**src/rtl/pipelined_adder_n_if.sv**
```systemverilog
// Streaming add/subtract bus: operand side (in_*, a, b, c_in, sub) and
// result side (out_*, sum, c_out, ovf), each with a valid/ready handshake.
//   master : producer of operands and consumer of results
//   slave  : the adder itself
interface pipelined_adder_n_if #(
    parameter int WIDTH = 64
) ();
    logic             in_valid;
    logic             in_ready;
    logic [WIDTH-1:0] a;
    logic [WIDTH-1:0] b;
    logic             c_in;
    logic             sub;
    logic             out_valid;
    logic             out_ready;
    logic [WIDTH-1:0] sum;
    logic             c_out;
    logic             ovf;

    modport master (
        output in_valid, a, b, c_in, sub, out_ready,
        input  in_ready, out_valid, sum, c_out, ovf
    );

    modport slave (
        input  in_valid, a, b, c_in, sub, out_ready,
        output in_ready, out_valid, sum, c_out, ovf
    );
endinterface

```
**src/rtl/pipelined_adder_n.sv**
```systemverilog
// Pipelined WIDTH-bit adder/subtractor, STAGES slices of WIDTH/STAGES bits,
// one slice per clock with the carry registered between slices.
//   {c_out, sum} = a + (sub ? ~b : b) + c_in ; ovf = signed overflow
// Ports:
//   clk    rising-edge clock
//   rst_n  asynchronous active-low reset
//   bus    slave side of pipelined_adder_n_if (operand and result handshakes)
// The whole pipe advances only when the result slot is free or being
// consumed (en); in_ready is that same enable.
module pipelined_adder_n #(
    parameter int WIDTH  = 64,
    parameter int STAGES = 4
) (
    input logic                clk,
    input logic                rst_n,
    pipelined_adder_n_if.slave bus
);
    localparam int SW = WIDTH / STAGES;

    logic en;
    logic ovf_q;

    // Stage k sees the operands with slices 0..k-1 already stripped off, so
    // its slice is always in the low SW bits; skew registers narrow by SW per
    // stage. Finished result slices are appended below the new slice, so the
    // last stage holds all WIDTH result bits aligned.
    for (genvar k = 0; k < STAGES; k++) begin : g_stage
        localparam int IW = WIDTH - k * SW;
        localparam int RW = (k + 1) * SW;

        logic [IW-1:0] a_in;
        logic [IW-1:0] b_in;
        logic          c_i;
        logic          v_i;
        logic [SW:0]   slice;
        logic [RW-1:0] r_nx;
        logic [RW-1:0] r_q;
        logic          c_q;
        logic          v_q;

        if (k == 0) begin : g_head
            assign a_in = bus.a;
            assign b_in = bus.sub ? ~bus.b : bus.b;
            assign c_i  = bus.c_in;
            assign v_i  = bus.in_valid && en;
            assign r_nx = slice[SW-1:0];
        end else begin : g_body
            assign a_in = g_stage[k-1].g_skew.a_q;
            assign b_in = g_stage[k-1].g_skew.b_q;
            assign c_i  = g_stage[k-1].c_q;
            assign v_i  = g_stage[k-1].v_q;
            assign r_nx = {slice[SW-1:0], g_stage[k-1].r_q};
        end

        assign slice = {1'b0, a_in[SW-1:0]} + {1'b0, b_in[SW-1:0]} + {{SW{1'b0}}, c_i};

        always_ff @(posedge clk or negedge rst_n) begin
            if (!rst_n) begin
                r_q <= '0;
                c_q <= 1'b0;
                v_q <= 1'b0;
            end else if (en) begin
                r_q <= r_nx;
                c_q <= slice[SW];
                v_q <= v_i;
            end
        end

        if (k < STAGES - 1) begin : g_skew
            logic [IW-SW-1:0] a_q;
            logic [IW-SW-1:0] b_q;

            always_ff @(posedge clk or negedge rst_n) begin
                if (!rst_n) begin
                    a_q <= '0;
                    b_q <= '0;
                end else if (en) begin
                    a_q <= a_in[IW-1:SW];
                    b_q <= b_in[IW-1:SW];
                end
            end
        end else begin : g_tail
            // Top slice holds the operand sign bits (b already inverted).
            always_ff @(posedge clk or negedge rst_n) begin
                if (!rst_n) begin
                    ovf_q <= 1'b0;
                end else if (en) begin
                    ovf_q <= (a_in[SW-1] == b_in[SW-1]) && (slice[SW-1] != a_in[SW-1]);
                end
            end
        end
    end

    assign en            = !g_stage[STAGES-1].v_q || bus.out_ready;
    assign bus.in_ready  = en;
    assign bus.out_valid = g_stage[STAGES-1].v_q;
    assign bus.sum       = g_stage[STAGES-1].r_q;
    assign bus.c_out     = g_stage[STAGES-1].c_q;
    assign bus.ovf       = ovf_q;
endmodule

```
**src/flat_wrapper.sv**
```systemverilog
// flat-port wrapper written by rule: the top's interface ports become plain ports
module pipelined_adder_n_flat 
#(
    parameter int WIDTH  = 64,
    parameter int STAGES = 4
)
  (clk, rst_n, bus_in_valid, bus_a, bus_b, bus_c_in, bus_sub, bus_out_ready, bus_in_ready, bus_out_valid, bus_sum, bus_c_out, bus_ovf);
  pipelined_adder_n_if #(.WIDTH(WIDTH)) bus_i ();
  input logic clk;
  input logic rst_n;
  input wire logic [$bits(bus_i.in_valid)-1:0] bus_in_valid;
  input wire logic [$bits(bus_i.a)-1:0] bus_a;
  input wire logic [$bits(bus_i.b)-1:0] bus_b;
  input wire logic [$bits(bus_i.c_in)-1:0] bus_c_in;
  input wire logic [$bits(bus_i.sub)-1:0] bus_sub;
  input wire logic [$bits(bus_i.out_ready)-1:0] bus_out_ready;
  output wire logic [$bits(bus_i.in_ready)-1:0] bus_in_ready;
  output wire logic [$bits(bus_i.out_valid)-1:0] bus_out_valid;
  output wire logic [$bits(bus_i.sum)-1:0] bus_sum;
  output wire logic [$bits(bus_i.c_out)-1:0] bus_c_out;
  output wire logic [$bits(bus_i.ovf)-1:0] bus_ovf;
  assign bus_i.in_valid = bus_in_valid;
  assign bus_i.a = bus_a;
  assign bus_i.b = bus_b;
  assign bus_i.c_in = bus_c_in;
  assign bus_i.sub = bus_sub;
  assign bus_i.out_ready = bus_out_ready;
  assign bus_in_ready = bus_i.in_ready;
  assign bus_out_valid = bus_i.out_valid;
  assign bus_sum = bus_i.sum;
  assign bus_c_out = bus_i.c_out;
  assign bus_ovf = bus_i.ovf;
  pipelined_adder_n #(.WIDTH(WIDTH), .STAGES(STAGES)) u_core (.clk(clk), .rst_n(rst_n), .bus(bus_i));
endmodule
```
**config.mk**
```make
export PLATFORM = sky130hd
export DESIGN_NAME = pipelined_adder_n_flat
export DESIGN_NICKNAME = d
export VERILOG_FILES = /design/src/rtl/pipelined_adder_n_if.sv /design/src/rtl/pipelined_adder_n.sv /design/src/flat_wrapper.sv
export SDC_FILE = /design/constraint.sdc
export NUM_CORES = 1
export LEC_CHECK = 0
export ABC_AREA = 1
export ABC_CLOCK_PERIOD_IN_PS = 2500
export CAP_MARGIN = 15
export CORE_MARGIN = 3
export CORE_UTILIZATION = 45
export DETAILED_ROUTE_END_ITERATION = 12
export PLACE_DENSITY = 0.66
export SLEW_MARGIN = 20
export SYNTH_ARGS = -nofsm -noshare
export SYNTH_HDL_FRONTEND = slang
export SYNTH_SLANG_ARGS = --single-unit
```
**constraint.sdc**
```tcl
create_clock -name clk -period 2.5 [get_ports clk]
set_clock_uncertainty 0.1 [all_clocks]
set_input_delay 0.5 -clock clk [delete_from_list [all_inputs] [get_ports clk]]
set_output_delay 0.5 -clock clk [all_outputs]
set_load 0.02 [all_outputs]
```
Word-level counts from Yosys, hierarchy flattened
Cells that the tools add are included.

word-level totals
  flip-flop bits (word level) = 361
  latch bits = 0
  RAM bits = 0
  ROM bits = 0
  bits of input ports = 134
  output and inout port bits = 68
  logic and storage cells = 35
  memories = 0

operators by class
  add/sub/neg operators = 8
  $mul = 0
  div/mod/pow operators = 0
  order comparisons = 0
  equal/unequal tests = 2
  shifts and indexed selects = 0
  multiplexer cells = 1
  bitwise logic cells = 1
  reductions and logical operators = 4

operators by type and width
  cell                     count
  adder 16 x 16 -> 17 bit  4
  adder 17 x 1 -> 17 bit   4
  two-way mux 64 bit       1
  NOT 64 bit               1
  logical AND 1 bit        2
  == test 1 bit            1
  logical NOT 1 bit        1
  logical OR 1 bit         1
  != test 1 bit            1

Logic depth before layout (Yosys ltp)
  depth in word-level cells = 4
  gate-level depth with buffers = 16
  mapped depth without buffers = 14

Least setup slack after synthesis
OpenSTA, ideal clock, no wires.

  kind = input -> register
  start = in bus_sub
  end = reg u_core.g_stage[0].r_q[12]
  arrival time = 2433 ps
  required time = 2283 ps
  path slack = -150 ps
  stages = 13
  path through = buf_2 > buf_2 > xnor2_1 > fa_1 > fa_1 > inv_1 > nand3_1 > nand3_1 > nand3_1 > nand3_1 > nand2_1 > nand3_1 > nand2_1

on the way
  cells in the longest elaborated chain, start to end = 3

RTL lines
  element                  RTL line                 RTL
  start: declaration       flat_wrapper.sv:15       input wire logic [$bits(bus_i.sub)-1:0] bus_sub;
  two-way mux 64 bit       pipelined_adder_n.sv:43  assign b_in = bus.sub ? ~bus.b : bus.b;
  adder 16 x 16 -> 17 bit  pipelined_adder_n.sv:55  assign slice = {1'b0, a_in[SW-1:0]} + {1'b0, b_in[SW-1:0]} + {{SW{1'b0}}, c_i};
  adder 17 x 1 -> 17 bit   pipelined_adder_n.sv:55
  end signal: assignment   pipelined_adder_n.sv:63  r_q <= r_nx;
  end: declaration         pipelined_adder_n.sv:37  logic [RW-1:0] r_q;

No other way between the ends.
A chain may end at the register's enable or synchronous reset.

Final worst setup path
  start = reg u_core.g_stage[2].g_skew.b_q[0]
  end = reg u_core.g_stage[3].r_q[60] (netlist: u_core.bus.sum[60])

on the way
  cells in the longest elaborated chain, start to end = 2

RTL lines
  element                   RTL line                 RTL
  start: declaration        pipelined_adder_n.sv:71  logic [IW-SW-1:0] b_q;
  start signal: assignment  pipelined_adder_n.sv:79  b_q <= b_in[IW-1:SW];
  adder 16 x 16 -> 17 bit   pipelined_adder_n.sv:55
  adder 17 x 1 -> 17 bit    pipelined_adder_n.sv:55
  end signal: assignment    pipelined_adder_n.sv:63
  end: declaration          pipelined_adder_n.sv:37

No other way between the ends.

==> parameters.txt <==
Parameter                              Value

Floorplanning
  IO Count    202
  Effective utilization at floorplan    45.7%
  Horizontal die dimension    204 um
  Vertical die dimension    204 um
  Rows    between 70 and 80
  Die ar.    0.0418 mm2
  CORE AREA    0.0387 mm2

Critical path
  Number of buffers and inverters on the critical path    0
  Delay contributed by the slowest stage of the critical path    about 520 ps
  Arrival @ worst endpoint    2740 ps
  CP Cell Sequence    fa_1, fa_1, nand3_1, nand3_1, nand3_1, nand3_1, nand2_1, nand3_1, nand2_1
  Worst-path fanout max    5
  Required time at the worst-slack endpoint    between 2000 and 3000 ps
  Worst path most repeated cell    sky130_fd_sc_hd__nand3_1
  CP top delay family    adder cells
  Worst setup path class    register to register
  Type of origin of the critical path    register
  Cell with the largest stage delay on the worst path    sky130_fd_sc_hd__fa_1
  Element type at the critical path end    register

Clocking
  Bufs on Longest Clock Path    3
  Root buffer cell    sky130_fd_sc_hd__clkbuf_16
  Clock network latency to the later pin of the worst-skew pair    about 560 ps
  CTS H-Tree Depth    2
  TritonCTS clock tree    yes
  Clock-pin slew on the worst setup and hold paths    60 ps
  Number of clock sinks seen by CTS    361
  Number of buffers created by CTS    40

Global route
  Via count of the first global-routing pass    approximately 14000
  GRT Total Usage    20.0%
  Aggregate global routing overflow    0
  First-pass GRT wire length    roughly 69000 um
  Number of antenna violations at the first check in global routing    1
  Largest net degree at the start of global routing    116

Timing
  Worst hold-check slack    351 ps
  Final Cycle Share    94.7%
  Remaining max-slew budget at the tightest pin    62.8%
  FMAX    422 MHz
  # setup viols final    0
  Period minus WS final    2370 ps
  Setup repair after global routing missed its margin    false
  Number of hold violations in the final report    0
  Number of max-slew violations in the final report    0
  Slew at the pin closest to its max-slew limit    558 ps

Placement
  DP Wirelength    29600 um
  Routability cong.    0.886
  Total of buffers placed on input and output ports    201

Logic synthesis
  Mapped Cells    approximately 2200
  Flip-flop cell with the highest count after synthesis    sky130_fd_sc_hd__dfrtp_1
  FF+latch count, synth    361
  Unique cell type count in the Yosys netlist    22
  Async set-reset flop share out of synthesis    100%
  Post-synth EDFFs    0
  Syn_nets    2436
  Part of the Yosys area used for sequential elements    between 50% and 60%
  Cell area after synthesis    0.0177 mm2
  Avg Cell Area, Syn    ~7.9 um2
  Synth warn    0

Hold path
  Kind of path behind the tightest hold check    register to register

Drt
  Drt via density    4.77
  Number of optimization iterations in the first detailed-route pass    5
  Remaining design rule violation count    0
  Total number of vias    14272
  Number of design-rule violations left by the first detailed-router iteration    about 900
  Final WL    41200 um
  Average detailed-routed wire length per instance    between 10 and 15 um
  Post-route antenna net violation count    0

Pwr
  Power density cells    between 1000 and 1500 mW/mm2
  Leak    ~11 nW
  Peak supply drop    0.520 mV

Layout
  Number of nets in the layout    2643
  Finished Core Util    56.6%
  Fraction of layout instances using a drive strength above 1    ~5.4%
  Growth of design area from synthesis to finish    23.9%

Run status
  Outcome    complete, no violations

Job
  Max-capacitance violation count    0
-- path summary, 6_finish.rpt --
path                            slack (ps)  cells after the start                             from                                to
worst min register to register         350                      1            u_core.g_stage[2].v_q              u_core.bus.out_valid
max in group asynchronous             1160                      3                            rst_n  u_core.g_stage[0].g_skew.a_q[25]
worst max register to register         130                      9  u_core.g_stage[2].g_skew.b_q[0]                u_core.bus.sum[60]
worst max-delay path                   130                      9  u_core.g_stage[2].g_skew.b_q[0]                u_core.bus.sum[60]
min in group asynchronous              400                      2                            rst_n                u_core.bus.sum[18]
worst min-delay path                   350                      1            u_core.g_stage[2].v_q              u_core.bus.out_valid
-- cell type report --
class / count / area [um2]
timing repair buffer: 251 / 2570
clock buffer: 58 / 1180
fill: 3630 / 16800
sequential: 361 / 9030
tap: 518 / 648
clock inverter: 15 / 239
multi-input combinational: 1551 / 7380
inverter: 236 / 893
antenna: 1 / 2.50
-- registers in the layout, summed over array words and instances, names as in the netlist --
| signal | cells |
|---|---|
| u_core.g_stage.g_skew.a_q | 96 |
| u_core.g_stage.g_skew.b_q | 96 |
| u_core.g_stage.r_q | 96 |
| u_core.bus.sum | 64 |
| u_core.g_stage.c_q | 3 |
| u_core.g_stage.v_q | 3 |
| u_core.bus.c_out | 1 |
| u_core.bus.out_valid | 1 |
| u_core.bus.ovf | 1 |
-- routing by layer --
metal,vias up,wire [um],GRT usage (%)
met4,0,1090,6.71
met5,-,0,0
li1,7332,-,-
met2,269,18800,31.4
met1,6615,19700,29.0
met3,56,1570,2.55
-- cell usage after synthesis (all sizes together) (10+ instances only) --
cell type / instances / share of area (%)
dfrtp: 361 / 51
o21ai: 207 / 5.8
xor2: 15 / 0.74
xnor2: 55 / 2.7
clkbuf: 27 / 0.57
nand3: 102 / 2.9
nor2: 60 / 1.3
a21oi: 37 / 1.0
or2: 14 / 0.49
nand4: 10 / 0.35
inv: 236 / 5.0
buf: 59 / 1.8
nand2: 965 / 20
ha: 60 / 4.2
-- cells in the final DEF, fill, tap and decap left out, types with 2 or more instances in the layout --
cell type / count
sky130_fd_sc_hd__fa_2: 2
sky130_fd_sc_hd__nand4_1: 10
sky130_fd_sc_hd__clkdlybuf4s50_1: 198
sky130_fd_sc_hd__buf_4: 36
sky130_fd_sc_hd__bufinv_16: 6
sky130_fd_sc_hd__clkbuf_16: 41
sky130_fd_sc_hd__nand3b_1: 6
sky130_fd_sc_hd__inv_6: 2
sky130_fd_sc_hd__a21oi_1: 37
sky130_fd_sc_hd__clkinv_2: 5
sky130_fd_sc_hd__dfrtp_1: 361
sky130_fd_sc_hd__inv_1: 235
sky130_fd_sc_hd__or2_2: 14
sky130_fd_sc_hd__ha_1: 60
sky130_fd_sc_hd__xnor2_1: 55
sky130_fd_sc_hd__buf_12: 14
sky130_fd_sc_hd__nand2_1: 965
sky130_fd_sc_hd__clkbuf_1: 8
sky130_fd_sc_hd__fa_1: 6
sky130_fd_sc_hd__nor2_1: 59
sky130_fd_sc_hd__nor3_1: 6
sky130_fd_sc_hd__xor2_1: 15
sky130_fd_sc_hd__o21ai_0: 207
sky130_fd_sc_hd__and2_1: 6
sky130_fd_sc_hd__nand3_1: 102
sky130_fd_sc_hd__clkbuf_8: 9
-- power by group --
part | switching, mW | total, mW | internal [mW]
Sequential | 1.49 | 9.95 | 8.46
Combinational | 7.18 | 11.8 | 4.58
Clock | 2.34 | 6.25 | 3.90
Total | 11.0 | 28.0 | 16.9
-- through the flow --
step	power [mW]	cells	TNS [ps]	setup WS, ps	area, um2
finish	28.0	2991	0	133	21900
global route	30.4	2991	0	13.5	21900
floorplan	17.7	2234	0	44.4	17700
global placement	21.5	2916	-1100	-228	20500
detailed placement	21.8	2916	-1380	-243	20500
CTS	28.3	2990	0	114	21900
-- cell families (layout without fill, tap and decap cells) --
family | count (synthesis) | after routing | synth area share, %
xor gates and xnor gates | 70 | 70 | 3.46
DFF | 361 | 361 | 51.0
and+or+nand+nor | 1169 | 1169 | 26.1
adders and majority gates | 68 | 68 | 5.14
buffers and inverters | 322 | 560 | 7.38
other | 0 | 1 | 0
AOI/OAI and AO/OA | 244 | 244 | 6.89
-- what timing repair did --
item | CTS | global route
cloned | 0 | 0
hold buffers | 1 | 0
pin swaps | 1 | 0
endpoints found under the hold margin | 52 | 0
resized for setup | 1 | 1
setup endpoints to repair | 1 | 1
setup buffers | 0 | 0
Note: power is estimated with default switching activity, not from simulation.
